### config.mk
export PLATFORM = sky130hd
export DESIGN_NAME = bp_table_scheduler
export DESIGN_NICKNAME = d
export VERILOG_FILES = /design/src/rtl/bp_table_scheduler.sv
export SDC_FILE = /design/constraint.sdc
export NUM_CORES = 1
export LEC_CHECK = 0
export CAP_MARGIN = 25
export CORE_UTILIZATION = 35
export DETAILED_ROUTE_END_ITERATION = 7
export PLACE_DENSITY = 0.72
export SLEW_MARGIN = 20
export SYNTH_ARGS = -nofsm -noshare
export SYNTH_HDL_FRONTEND = slang
export SYNTH_SLANG_ARGS = --single-unit
### constraint.sdc
create_clock -name clk -period 3.85 [get_ports clk]
set_clock_uncertainty 0.2 [all_clocks]
set_input_delay 0.77 -clock clk [delete_from_list [all_inputs] [get_ports clk]]
set_output_delay 0.77 -clock clk [all_outputs]
set_load 0.02 [all_outputs]
### src/rtl/bp_table_scheduler.sv
// Branch-predictor table port scheduler: shares one single-port counter table
// between prediction lookups and a small FIFO of training updates
// (read-modify-write of signed saturating confidence counters).
module bp_table_scheduler #(
  parameter int ADDR_WIDTH   = 32,
  parameter int IDX_BITS     = 8,
  parameter int ENTRY_W      = 6,
  parameter int DEPTH        = 4,
  parameter int THETA        = 14,
  parameter int STARVE_LIMIT = 8
) (
  input  logic                  clk,
  input  logic                  rst_n,
  input  logic                  req_valid,
  input  logic [ADDR_WIDTH-1:0] req_pc,
  output logic                  req_stall,
  output logic                  pred_valid,
  output logic                  pred_taken,
  input  logic                  fb_valid,
  input  logic [ADDR_WIDTH-1:0] fb_pc,
  input  logic                  fb_mispredict,
  input  logic                  fb_outcome,
  output logic                  fb_ready,
  output logic                  tbl_en,
  output logic                  tbl_we,
  output logic [IDX_BITS-1:0]   tbl_addr,
  output logic [ENTRY_W-1:0]    tbl_wdata,
  input  logic [ENTRY_W-1:0]    tbl_rdata,
  output logic [15:0]           drop_count
);

  localparam int PTR_W  = (DEPTH > 1) ? $clog2(DEPTH) : 1;
  localparam int CNT_W  = $clog2(DEPTH + 1);
  localparam int SV_W   = $clog2(STARVE_LIMIT + 1);
  localparam int FIFO_W = IDX_BITS + 2;

  localparam logic [ENTRY_W-1:0] SAT_MAX = {1'b0, {(ENTRY_W-1){1'b1}}};
  localparam logic [ENTRY_W-1:0] SAT_MIN = {1'b1, {(ENTRY_W-1){1'b0}}};
  localparam logic [ENTRY_W:0]   THETA_V = (ENTRY_W+1)'(THETA);
  // The STARVE_LIMIT-th blocked cycle is the one where training is forced.
  localparam logic [SV_W-1:0]    STARVE_HIT = SV_W'(STARVE_LIMIT - 1);

  typedef enum logic [1:0] {S_IDLE, S_RD, S_WR} state_e;

  state_e                state_q, state_d;
  logic [PTR_W-1:0]      wr_ptr_q, rd_ptr_q;
  logic [CNT_W-1:0]      count_q;
  logic [SV_W-1:0]       starv_q, starv_d;
  logic [ENTRY_W-1:0]    new_q, new_d;
  logic                  pred_valid_q;
  logic [15:0]           drop_q;
  logic [FIFO_W-1:0]     fifo_mem [DEPTH];

  logic [IDX_BITS-1:0]   req_idx, fb_idx, head_idx;
  logic                  head_mis, head_out;
  logic                  push, pop, fifo_empty;
  logic                  train_want, force_train, lookup_go, train_go;
  logic [ENTRY_W:0]      old_ext, old_abs;
  logic [ENTRY_W-1:0]    new_val;
  logic                  skip_write;
  logic                  unused_pc_bits;

  assign req_idx = req_pc[IDX_BITS+1:2];
  assign fb_idx  = fb_pc[IDX_BITS+1:2];
  assign {head_idx, head_mis, head_out} = fifo_mem[rd_ptr_q];
  assign unused_pc_bits = ^{req_pc[ADDR_WIDTH-1:IDX_BITS+2], req_pc[1:0],
                            fb_pc[ADDR_WIDTH-1:IDX_BITS+2], fb_pc[1:0]};

  assign fifo_empty = (count_q == '0);
  assign fb_ready   = (count_q < CNT_W'(DEPTH));
  assign push       = fb_valid && fb_ready;

  // Port arbitration: lookups win unless training has been starved too long.
  // Gated by rst_n so the table port is quiet while reset is held.
  always_comb begin
    train_want  = ((state_q == S_IDLE) && !fifo_empty) || (state_q == S_WR);
    force_train = train_want && (starv_q == STARVE_HIT);
    lookup_go   = rst_n && req_valid && !force_train;
    train_go    = rst_n && train_want && !lookup_go;
  end

  assign req_stall = force_train;

  // Counter arithmetic on the value read back for the head entry.
  always_comb begin
    old_ext = {tbl_rdata[ENTRY_W-1], tbl_rdata};
    old_abs = old_ext[ENTRY_W] ? (~old_ext + 1'b1) : old_ext;
    if (head_out) begin
      new_val = (tbl_rdata == SAT_MAX) ? tbl_rdata : tbl_rdata + ENTRY_W'(1);
    end else begin
      new_val = (tbl_rdata == SAT_MIN) ? tbl_rdata : tbl_rdata - ENTRY_W'(1);
    end
    // Confident and correct: leave the counter alone.
    skip_write = !head_mis && (old_abs > THETA_V);
  end

  // Training FSM next state, pop and update-value capture.
  always_comb begin
    state_d = state_q;
    new_d   = new_q;
    pop     = 1'b0;
    case (state_q)
      S_IDLE: if (train_go) state_d = S_RD;
      S_RD: begin
        new_d = new_val;
        if (skip_write) begin
          pop     = 1'b1;
          state_d = S_IDLE;
        end else begin
          state_d = S_WR;
        end
      end
      S_WR: begin
        if (train_go) begin
          pop     = 1'b1;
          state_d = S_IDLE;
        end
      end
      default: state_d = S_IDLE;
    endcase
  end

  // Starvation counter: counts cycles training wanted the port but lost it.
  always_comb begin
    starv_d = starv_q;
    if (train_go) begin
      starv_d = '0;
    end else if (train_want && lookup_go) begin
      starv_d = starv_q + SV_W'(1);
    end
  end

  // Table port drive.
  always_comb begin
    tbl_en    = lookup_go || train_go;
    tbl_we    = train_go && (state_q == S_WR);
    tbl_addr  = '0;
    tbl_wdata = '0;
    if (lookup_go) begin
      tbl_addr = req_idx;
    end else if (train_go) begin
      tbl_addr = head_idx;
    end
    if (tbl_we) tbl_wdata = new_q;
  end

  assign pred_valid = pred_valid_q;
  assign pred_taken = pred_valid_q & ~tbl_rdata[ENTRY_W-1];
  assign drop_count = drop_q;

  // Control state registers.
  always_ff @(posedge clk or negedge rst_n) begin
    if (!rst_n) begin
      state_q      <= S_IDLE;
      wr_ptr_q     <= '0;
      rd_ptr_q     <= '0;
      count_q      <= '0;
      starv_q      <= '0;
      new_q        <= '0;
      pred_valid_q <= 1'b0;
      drop_q       <= '0;
    end else begin
      state_q      <= state_d;
      starv_q      <= starv_d;
      new_q        <= new_d;
      pred_valid_q <= lookup_go;
      if (push) begin
        wr_ptr_q <= (wr_ptr_q == PTR_W'(DEPTH - 1)) ? '0 : wr_ptr_q + PTR_W'(1);
      end
      if (pop) begin
        rd_ptr_q <= (rd_ptr_q == PTR_W'(DEPTH - 1)) ? '0 : rd_ptr_q + PTR_W'(1);
      end
      count_q <= count_q + CNT_W'(push) - CNT_W'(pop);
      if (fb_valid && !fb_ready && (drop_q != 16'hFFFF)) begin
        drop_q <= drop_q + 16'd1;
      end
    end
  end

  // FIFO payload storage; validity is tracked by the pointers above.
  always_ff @(posedge clk) begin
    if (push) fifo_mem[wr_ptr_q] <= {fb_idx, fb_mispredict, fb_outcome};
  end

endmodule

Yosys cells after proc, flatten, opt, wreduce, memory -nomap -nowiden
Memory sizes are Yosys's and may differ from the RTL's.
Index checks and enable logic that the tools add are counted.
- register bits after elaboration: 36
- bits in latches: 0
- RAM bits: 40
- bits in read-only memories: 0
- input port bits: 76
- output and inout port bits: 36
- word-level logic and storage cells: 76
- memories: 1
- $add $sub $neg: 9
- $mul: 0
- divide/modulo/power cells: 0
- magnitude comparators: 2
- eq/ne operators: 10
- shift-type cells: 0
- multiplexer cells: 20
- bitwise operators: 3
- reductions and logical operators: 23
- memory list (name ; words ; width ; read ports ; clocked after memory_dff ; write ports ; RTL line ; text):
    fifo_mem ; 4 ; 10 ; 1 ; 0 ; 1 ; 52 ; logic [FIFO_W-1:0] fifo_mem [DEPTH];
- operators by type and width (cell ; number):
    6-bit 2-to-1 mux ; 4
    16-bit by 1-bit adder with 16-bit output (second input constant) ; 1
    8-bit 2-to-1 mux ; 2
    16-bit inequality test (second input constant) ; 1
    1-bit logical AND ; 12
    2-bit 2-to-1 mux ; 5
    4-bit 2-to-1 mux ; 2
    7-bit by 1-bit adder with 7-bit output (second input constant) ; 1
    7-bit by 4-bit greater-than comparator with 1-bit output (second input constant) ; 1
    7-bit 2-to-1 mux ; 1
    7-bit NOT ; 1
    6-bit by 1-bit adder with 6-bit output (second input constant) ; 1
    2-bit == test (second input constant) ; 3
    6-bit by 5-bit == test with 1-bit output (second input constant) ; 1
    6-bit == test (second input constant) ; 1
    2-bit case mux with 3 select lines ; 1
    6-bit by 1-bit subtractor with 6-bit output (second input constant) ; 1
    1-bit logical NOT ; 5
    2-bit by 1-bit adder with 2-bit output (second input constant) ; 2
    4-bit by 1-bit adder with 4-bit output (second input constant) ; 1
    4-bit by 3-bit == test with 1-bit output (second input constant) ; 1
    1-bit 2-to-1 mux ; 4
    2-bit inequality test (second input constant) ; 2
    3-bit by 1-bit adder with 3-bit output ; 1
    11 further kinds ; 12

Depth between registers and ports, before layout
Gate-level depths: netlist (run 1).
- depth after elaboration: 12
- depth in mapped cells: 14
- gate-level depth less buffers: 14

Least setup slack after synthesis (run 1)
OpenSTA, ideal clock, no wires.
- kind: input-to-reg
- start point: input tbl_rdata[0]
- end point: register count_q[2]
- library setup time: 125 ps
- data arrival time: 3116 ps
- required time: 3525 ps
- slack: 409 ps
- stages: 14
- path buffers: 0
- cell sequence: inv_1 -> ha_1 -> nor3b_1 -> a211o_1 -> o311ai_0 -> a22oi_1 -> inv_1 -> ha_1 -> inv_1 -> ha_1 -> inv_1 -> fa_1 -> xnor2_1 -> xnor2_1
- cells in the longest elaborated chain, start to end: 8
- ends and longest elaborated chain (what ; RTL line ; text):
    from (decl) ; 28 ; input logic [ENTRY_W-1:0] tbl_rdata,
    7-bit NOT ; 87 ; old_abs = old_ext[ENTRY_W] ? (~old_ext + 1'b1) : old_ext;
    7-bit by 1-bit adder with 7-bit output ; 87 ;
    7-bit 2-to-1 mux (*) ; 87 ;
    7-bit by 4-bit greater-than comparator with 1-bit output (*) ; 94 ; skip_write = !head_mis && (old_abs > THETA_V);
    1-bit logical AND (*) ; 94 ;
    1-bit 2-to-1 mux (*) ; 106 ; if (skip_write) begin
    1-bit case mux with 2 select lines (*) ; 102 ; case (state_q)
    via pop ; 56 ; logic push, pop, fifo_empty;
    3-bit by 1-bit subtractor with 3-bit output (*) ; 173 ; count_q <= count_q + CNT_W'(push) - CNT_W'(pop);
    to (signal assigned) ; 173 ;
    to (decl) ; 47 ; logic [CNT_W-1:0] count_q;
The timed path passes the listed nets; every way through them passes the cells marked *.
A chain may end at the register's enable or synchronous reset.

Worst setup path in the final report (run 1)
Same ends and word-level chain as after synthesis.

==> reports/qor.yml, run 1 <==
yosys:
  synthArstFlopShare_pct: 47.4
  dominantRegCellSynth: "sky130_fd_sc_hd__edfxtp_1"
  syn-cell-area_sq_um: 3740
  synth.avg_cell_area_sq_um: 12.6
  synth_sequential_area_ratio_pct: 56.2
  postSynthCellCount: 296
  yosys.cell_types.count: 51
  mappedNetlistNets: 389
  synth_seq_cells: 76
  synth.yosys.warnings: 0
  synth_edf_count: 40
route:
  wl_per_cell_um: 14.4
  wl_mm: 7.53
  detailedRoute.firstPassIterationCount: 4
  drt-initial-drc-count: 144
  postRouteAntennaNets: 0
  vias: 2590
  routed_via_density: 4.95
  detail_route.drc_violations: 0
sta:
  slew_viol_final: 0
  setup-tns-final_ns: 0
  slew-limit-headroom_pct: 59.6
  setup_violations: 0
  max_freq_ghz: 0.274
  grt_setup_unrepaired: "no"
  finalHoldViolCount: 0
  setup_ws_ns: 0.203
  final.min_clock_period_ns: 3.65
  max_slew.worst_pin.slew_ns: 0.604
  final_min_period_over_clock_period_pct: 94.7
die:
  num_io_pins: 112
  floorplan.rows: 37
  floorplan.initialDensity_pct: 36.2
  core_area_sq_um: 10300
  die_w_um: 105
  dieHeight_um: 105
  die-area_sq_um: 11100
place:
  place_congestion: 0.832
  place_hpwl_mm: 5.45
  portBuffers: 63
  placed_area_sq_um: 4650
  dpl_worst_slack_ns: -0.246
  numPlacedInstances: 507
setup_path:
  crit_end: "count_q[2]$_DFF_PN0_"
  arrival_ns: 3.69
  worst_setup_path_startpoint: "tbl_rdata[0]"
  worst-setup-path-type: "in -> reg"
  crit_slowest_cell: "sky130_fd_sc_hd__clkdlybuf4s50_1"
  end_kind: "register"
  critical_path.reg2reg.startpoint: "rd_ptr_q[1]$_DFFE_PN0P_"
  crit_path_cell_trace: "clkdlybuf4s50_1 > inv_1 > ha_1 > nor3b_1 > buf_4 > o21ai_0 > o311ai_1 > buf_4 > a22oi_2 > inv_1 > ha_1 > inv_1 > ha_1 > inv_1 > fa_1 > xnor2_2 > xnor2_1"
  worst-r2r-cell-count: 12
  setup.worst_path.start_class: "input pin"
  critPathMaxFanout: 3
  required_ns: 3.90
  rrSetupSlack_ns: 0.89
  cp_slowest_stage_delay_ns: 0.49
  crit_path_frequent_cell: "sky130_fd_sc_hd__inv_1"
  reg2reg_to: "count_q[2]$_DFF_PN0_"
clock_network:
  clkSinkCount: 76
  tritoncts_clock_tree: "yes"
  cts_setup_buffers: 0
  cts_resized: 0
  clk_root_buffer_cell: "sky130_fd_sc_hd__clkbuf_8"
  cts-hold-fix-buffers: 0
  tritoncts.num_buffers: 9
  ctsHtreeMaxLevel: 3
  clockBufferDepth: 2
  clk-insertion-delay-late_ns: 0.35
  clock_pin_slew_worst_setup_and_hold_paths_ns: 0.08
global_route:
  first_global_vias: 2647
  gr-total-overflow: 0
  grt_start_max_net_pins: 26
  grt_pass1_wl_mm: 12.8
  initial_antenna_violation_count: 0
  grtUsageTotal_pct: 15.0
power_and_ir_drop:
  p_switching_uw: 883
  power_density_nw_per_um2: 554
  swShare_pct: 32.9
  p_int_uw: 1800
  power.clock.fraction_pct: 21.4
  seq_power_share_pct: 44.1
  max-vdd-ir-drop_uv: 429
  power_share_of_the_combinational_group_pct: 34.5
  leakage_uw: 0.00192
min_path:
  hold_path.class: "in -> async"
finish:
  final_cells: 523
  drive_above_1_share_pct: 14.5
  nets: 475
  num_antenna_cells: 0
  final_area_sq_um: 4850
  area_growth_syn_to_layout_pct: 29.7
flow_run:
  max_cap_violations: 0
outcome:
  run_status: "finished clean"
power by group through the flow:
| stage | Clock, uW | Sequential [uW] | Combinational (uW) |
|---|---|---|---|
| after CTS | 593 | 1190 | 927 |
| after global routing | 628 | 1210 | 1030 |
| after global placement | 0 | 1190 | 893 |
| after detailed placement | 0 | 1200 | 920 |
| after floorplan | 0 | 1180 | 596 |
| final | 574 | 1180 | 928 |
cells in the mapped netlist (7+ instances only):
cell type	n	area share, %
sky130_fd_sc_hd__dfrtp_1	36	24
sky130_fd_sc_hd__nor2_1	14	1.4
sky130_fd_sc_hd__a21oi_1	9	1.2
sky130_fd_sc_hd__nand2_1	13	1.3
sky130_fd_sc_hd__nor2b_1	7	1.2
sky130_fd_sc_hd__ha_1	16	5.4
sky130_fd_sc_hd__nand3_1	8	1.1
sky130_fd_sc_hd__o21ai_0	13	1.7
sky130_fd_sc_hd__mux4_2	10	6.0
sky130_fd_sc_hd__a22o_1	8	1.9
sky130_fd_sc_hd__edfxtp_1	40	32
sky130_fd_sc_hd__xor2_1	8	1.9
sky130_fd_sc_hd__xnor2_1	13	3.0
sky130_fd_sc_hd__and2_1	11	1.8
sky130_fd_sc_hd__inv_1	21	2.1
cells by family after synthesis:
group           after synthesis  share of synthesized area [%]
simple gates                 82                           12.3
fa+ha+maj                    17                           5.89
buf+inv                      30                           3.15
xor+xnor                     21                           4.92
flops                        76                           56.2
compound gates               54                           9.71
mux                          16                           7.80
metrics by stage:
| stage | utilization (%) | hold WS [ns] | total power (uW) |
|---|---|---|---|
| 2_1_floorplan | - | 0.272 | 1770 |
| 3_3_place_gp | 45.1 | 0.282 | 2090 |
| 3_5_place_dp | 45.1 | 0.288 | 2120 |
| 4_1_cts | 46.9 | 0.204 | 2700 |
| 5_1_grt | 47.0 | 0.218 | 2870 |
| 6_report | 47.0 | 0.210 | 2690 |
worst max-delay path, delay by kind of cell:
family	cells	cell delay, ns
adders and majority gates	4	1.05
buffers and inverters	7	1.04
AOI/OAI and AO/OA	3	0.39
xor gates and xnor gates	2	0.27
and+or+nand+nor	1	0.16
how the worst min path moves through the flow:
| stage | cells past startpoint | slack, ns | to | from |
|---|---|---|---|---|
| after CTS | 2 | 0.20 | new_q[3]$_DFFE_PN0P_ | rst_n |
| final | 2 | 0.21 | new_q[5]$_DFFE_PN0P_ | rst_n |
| after global routing | 2 | 0.22 | new_q[4]$_DFFE_PN0P_ | rst_n |
| after global placement | 1 | 0.28 | drop_count[11]$_DFFE_PN0P_ | drop_count[11]$_DFFE_PN0P_ |
| after detailed placement | 1 | 0.29 | new_q[1]$_DFFE_PN0P_ | new_q[1]$_DFFE_PN0P_ |
| after floorplan | 0 | 0.27 | count_q[0]$_DFF_PN0_ | rst_n |
cells in the final DEF, fill, tap and decap left out, types with 5 or more instances in the layout:
| cell type | count |
|---|---|
| sky130_fd_sc_hd__nor2b_1 | 7 |
| sky130_fd_sc_hd__xor2_1 | 8 |
| sky130_fd_sc_hd__mux2_2 | 5 |
| sky130_fd_sc_hd__clkbuf_8 | 9 |
| sky130_fd_sc_hd__edfxtp_1 | 40 |
| sky130_fd_sc_hd__and2_1 | 11 |
| sky130_fd_sc_hd__mux4_2 | 10 |
| sky130_fd_sc_hd__a21oi_1 | 9 |
| sky130_fd_sc_hd__o21ai_0 | 13 |
| sky130_fd_sc_hd__clkdlybuf4s50_1 | 62 |
| sky130_fd_sc_hd__inv_1 | 21 |
| sky130_fd_sc_hd__nor2_1 | 14 |
| sky130_fd_sc_hd__a22o_1 | 8 |
| sky130_fd_sc_hd__ha_1 | 16 |
| sky130_fd_sc_hd__nand2_1 | 13 |
| sky130_fd_sc_hd__nand3_1 | 8 |
| sky130_fd_sc_hd__xnor2_1 | 12 |
| sky130_fd_sc_hd__nand4_1 | 5 |
| sky130_fd_sc_hd__dfrtp_1 | 36 |
| sky130_fd_sc_hd__buf_4 | 21 |
metal layers:
layer / part of all wire, % / routed length, um / GRT usage, %
met5: 0 / 0 / 0
met4: 1.6 / 119 / 5.73
met3: 3.8 / 287 / 3.77
met2: 48 / 3650 / 25.4
met1: 46 / 3480 / 18.3
cell type report:
| type | instances | area, sq um |
|---|---|---|
| timing repair buffer | 84 | 783 |
| multi-input combinational | 190 | 1530 |
| tap | 136 | 170 |
| fill | 952 | 5470 |
| inverter | 21 | 78.8 |
| sequential | 76 | 2100 |
| clock buffer | 11 | 131 |
| clock inverter | 5 | 52.6 |
state kept, by name (all words and copies together) (netlist names):
register,count
count_q,3
fifo_mem,40
state_q,2
rd_ptr_q,2
pred_valid,1
drop_count,16
wr_ptr_q,2
starv_q,4
new_q,6
No activity file was read; power rests on OpenSTA's default activity.
==> run 2: changes to the inputs <==
--- a/config.mk
+++ b/config.mk
@@ -8,7 +8,7 @@
 export CAP_MARGIN = 25
 export CORE_UTILIZATION = 35
 export DETAILED_ROUTE_END_ITERATION = 7
-export PLACE_DENSITY = 0.72
+export PLACE_DENSITY = 0.71
 export SLEW_MARGIN = 20
 export SYNTH_ARGS = -nofsm -noshare
 export SYNTH_HDL_FRONTEND = slang
==> reports/qor.yml, run 2 (synthesis gave the netlist of run 1 again) <==
power_and_ir_drop:
  post_layout_power_uw: 2700  # was 2690 uW
  leakage_uw: 0.00190  # was 0.00192 uW
  max-vdd-ir-drop_uv: 368  # was 429 uV
  power_density_nw_per_um2: 558  # was 554 nW/um^2
route:
  wl_per_cell_um: 14.5  # was 14.4 um
  drt-initial-drc-count: 94  # was 144
  detail_route.drc_violations: 0  # unchanged
  postRouteAntennaNets: 0  # unchanged
  vias: 2579  # was 2,590
  routed_via_density: 4.95  # about the same
  wl_mm: 7.54  # was 7.53 mm
  detailedRoute.firstPassIterationCount: 4  # unchanged
global_route:
  grtUsageTotal_pct: 14.1  # was 15.0%
  grt_start_max_net_pins: 28  # was 26
  gr-total-overflow: 0  # unchanged
  initial_antenna_violation_count: 0  # unchanged
  grt_pass1_wl_mm: 12.1  # was 12.8 mm
  first_global_vias: 2530  # was 2,647
setup_path:
  reg2reg_to: "count_q[2]$_DFF_PN0_"  # unchanged
  crit_buf_inv: 3  # was 7
  critPathMaxFanout: 9  # was 3
  rrSetupSlack_ns: 0.89  # about the same
  cp_slowest_stage_delay_ns: 0.59  # was 0.49 ns
  timing.critical_path.max_delay_family: "buffers and inverters"  # was adder cells
  worst-r2r-cell-count: 12  # unchanged
  crit_path_frequent_cell: "sky130_fd_sc_hd__clkdlybuf4s50_1"  # was sky130_fd_sc_hd__inv_1
  setup.worst_path.start_class: "input pin"  # unchanged
  timing.critical_path.depth: 6  # was 17
  crit_path_cell_trace: "clkdlybuf4s50_1 > nand2_1 > nor2b_1 > buf_4 > a22o_1 > clkdlybuf4s50_1"  # was clkdlybuf4s50_1 > inv_1 > ha_1 > nor3b_1 > buf_4 > o21ai_0 > o311ai_1 > buf_4 > a22oi_2 > inv_1 > ha_1 > inv_1 > ha_1 > inv_1 > fa_1 > xnor2_2 > xnor2_1
  worst_setup_path_startpoint: "req_valid"  # was tbl_rdata[0]
  critical_path.reg2reg.startpoint: "rd_ptr_q[0]$_DFFE_PN0P_"  # was rd_ptr_q[1]$_DFFE_PN0P_
  crit_slowest_cell: "sky130_fd_sc_hd__clkdlybuf4s50_1"  # unchanged
  worst-setup-path-type: "in -> out"  # was in -> reg
  required_ns: 2.88  # was 3.90 ns
  end_kind: "output port"  # was register
  arrival_ns: 2.67  # was 3.69 ns
clock_network:
  tritoncts.num_buffers: 9  # unchanged
  clk-insertion-delay-late_ns: 0.34  # was 0.35 ns
  clock_pin_slew_worst_setup_and_hold_paths_ns: 0.09  # was 0.08 ns
  clkSinkCount: 76  # unchanged
  ctsHtreeMaxLevel: 3  # unchanged
  tritoncts_clock_tree: "yes"  # unchanged
  clockBufferDepth: 2  # unchanged
  clk_root_buffer_cell: "sky130_fd_sc_hd__clkbuf_8"  # unchanged
die:
  core_area_sq_um: 10300  # unchanged
  die-area_sq_um: 11100  # unchanged
  num_io_pins: 112  # unchanged
  floorplan.initialDensity_pct: 36.2  # unchanged
  die_w_um: 105  # unchanged
  floorplan.rows: 37  # unchanged
  dieHeight_um: 105  # unchanged
sta:
  final.min_clock_period_ns: 3.64  # was 3.65 ns
  setup-tns-final_ns: 0  # unchanged
  max_slew.worst_pin.slew_ns: 0.635  # was 0.604 ns
  max_freq_ghz: 0.275  # was 0.274 GHz
  slew_viol_final: 0  # unchanged
  setup_violations: 0  # unchanged
  final_min_period_over_clock_period_pct: 94.5  # was 94.7%
  finalHoldViolCount: 0  # unchanged
  slew-limit-headroom_pct: 57.5  # was 59.6%
finish:
  final-seq-area_sq_um: 2100  # unchanged
  area_growth_syn_to_layout_pct: 29.5  # was 29.7%
  final_cell_mix: "sky130_fd_sc_hd__clkdlybuf4s50_1 (62), sky130_fd_sc_hd__edfxtp_1 (40), sky130_fd_sc_hd__dfrtp_1 (36), sky130_fd_sc_hd__inv_1 (21), sky130_fd_sc_hd__buf_4 (19)"  # was sky130_fd_sc_hd__clkdlybuf4s50_1 (62), sky130_fd_sc_hd__edfxtp_1 (40), sky130_fd_sc_hd__dfrtp_1 (36), sky130_fd_sc_hd__inv_1 (21), sky130_fd_sc_hd__buf_4 (21)
  area_occupied_by_multi_input_gates_sq_um: 1520  # was 1530 sq um
  largest_register: "fifo_mem"  # unchanged
  num-fill-cells: 941  # was 952
  final_area_sq_um: 4840  # was 4850 sq um
  num_antenna_cells: 0  # unchanged
  mostFrequentLayoutCell: "sky130_fd_sc_hd__clkdlybuf4s50_1"  # unchanged
  flip_flop_count_of_the_largest_register_after_layout: 40  # unchanged
  nets: 473  # was 475
  drive_above_1_share_pct: 14.5  # about the same
outcome:
  run_status: "finished clean"  # unchanged
place:
  placed_area_sq_um: 4640  # was 4650 sq um
  place_hpwl_mm: 5.33  # was 5.45 mm
  place_congestion: 0.772  # was 0.832
  portBuffers: 63  # unchanged
flow_run:
  max_cap_violations: 0  # unchanged
min_path:
  hold_path.class: "in -> async"  # unchanged
## run 2: changes by cell type in the layout (fill, tap and decap cells not counted), moves of 2 or more
cell and delta:
sky130_fd_sc_hd__clkinvlp_4 +3, sky130_fd_sc_hd__clkbuf_1 -2, sky130_fd_sc_hd__inv_6 +2, sky130_fd_sc_hd__buf_4 -2
## run 2: routing by layer
| layer | vias to the layer above | global-route usage [%] | share of wire [%] |
|---|---|---|---|
| li1 | 1257 | - | - |
| met1 | 1274 | 18.4 | 46 |
| met2 | 42 | 23.3 | 50 |
| met3 | 6 | 3.22 | 3.0 |
| met4 | 0 | 4.53 | 0.96 |
| met5 | - | 0 | 0 |
## run 2: repair_timing
item	4_1_cts	5_1_grt
buffers inserted	0	0
hold buffers	0	0
endpoints found under the setup margin	0	1
resized for setup	0	2
## run 2: power breakdown
part           switching, uW  internal, uW  leakage (uW)
Clock                    311           303     0.0000923
Sequential               151          1030      0.000824
Combinational            449           456      0.000981
Total                    910          1790       0.00190
## run 2: layout make-up
cell class | count | share of cell area [%]
clock inverters | 7 | 1.55
flip-flops and latches | 76 | 43.4
multi-input cells | 190 | 31.5
repair buffers | 82 | 15.9
well taps | 136 | 3.51
clock buffers | 9 | 2.56
inverters | 21 | 1.63
## run 2: through the flow
stage / setup WS [ns] / hold WS [ns] / instances / util [%]
5_1_grt: -0.00463 / 0.0932 / 521 / 46.9
3_3_place_gp: -0.218 / 0.284 / 505 / 44.9
6_report: 0.212 / 0.0909 / 521 / 46.9
4_1_cts: 0.0961 / 0.0901 / 521 / 46.9
2_1_floorplan: 0.409 / 0.272 / 296 / -
3_5_place_dp: -0.255 / 0.294 / 505 / 44.9
## run 2: worst register-to-register path, cell delays in order, from the launching register on
cell and delay [ns]:
sky130_fd_sc_hd__dfrtp_1 0.59, sky130_fd_sc_hd__mux4_2 0.58, sky130_fd_sc_hd__inv_1 0.09, sky130_fd_sc_hd__and3_1 0.18, sky130_fd_sc_hd__a22oi_2 0.07, sky130_fd_sc_hd__inv_1 0.06
sky130_fd_sc_hd__ha_1 0.21, sky130_fd_sc_hd__inv_1 0.05, sky130_fd_sc_hd__ha_1 0.13, sky130_fd_sc_hd__inv_1 0.04, sky130_fd_sc_hd__fa_1 0.37, sky130_fd_sc_hd__xnor2_1 0.14
sky130_fd_sc_hd__xnor2_1 0.13
## run 2: worst max path at each step
stage                           endpoint  slack, ns
finish                       tbl_addr[0]       0.21
global route        count_q[2]$_DFF_PN0_     -0.005
CTS                 count_q[2]$_DFF_PN0_        0.1
detailed placement  count_q[2]$_DFF_PN0_      -0.26
global placement    count_q[2]$_DFF_PN0_      -0.22
floorplan           count_q[2]$_DFF_PN0_       0.41
==> run 3: changes to the inputs <==
--- a/config.mk
+++ b/config.mk
@@ -9,7 +9,6 @@
 export CORE_UTILIZATION = 35
 export DETAILED_ROUTE_END_ITERATION = 7
 export PLACE_DENSITY = 0.71
-export SLEW_MARGIN = 20
 export SYNTH_ARGS = -nofsm -noshare
 export SYNTH_HDL_FRONTEND = slang
 export SYNTH_SLANG_ARGS = --single-unit
==> results of run 3 <==
Same layout as run 2: the final DEF is identical, and so are final timing and power.
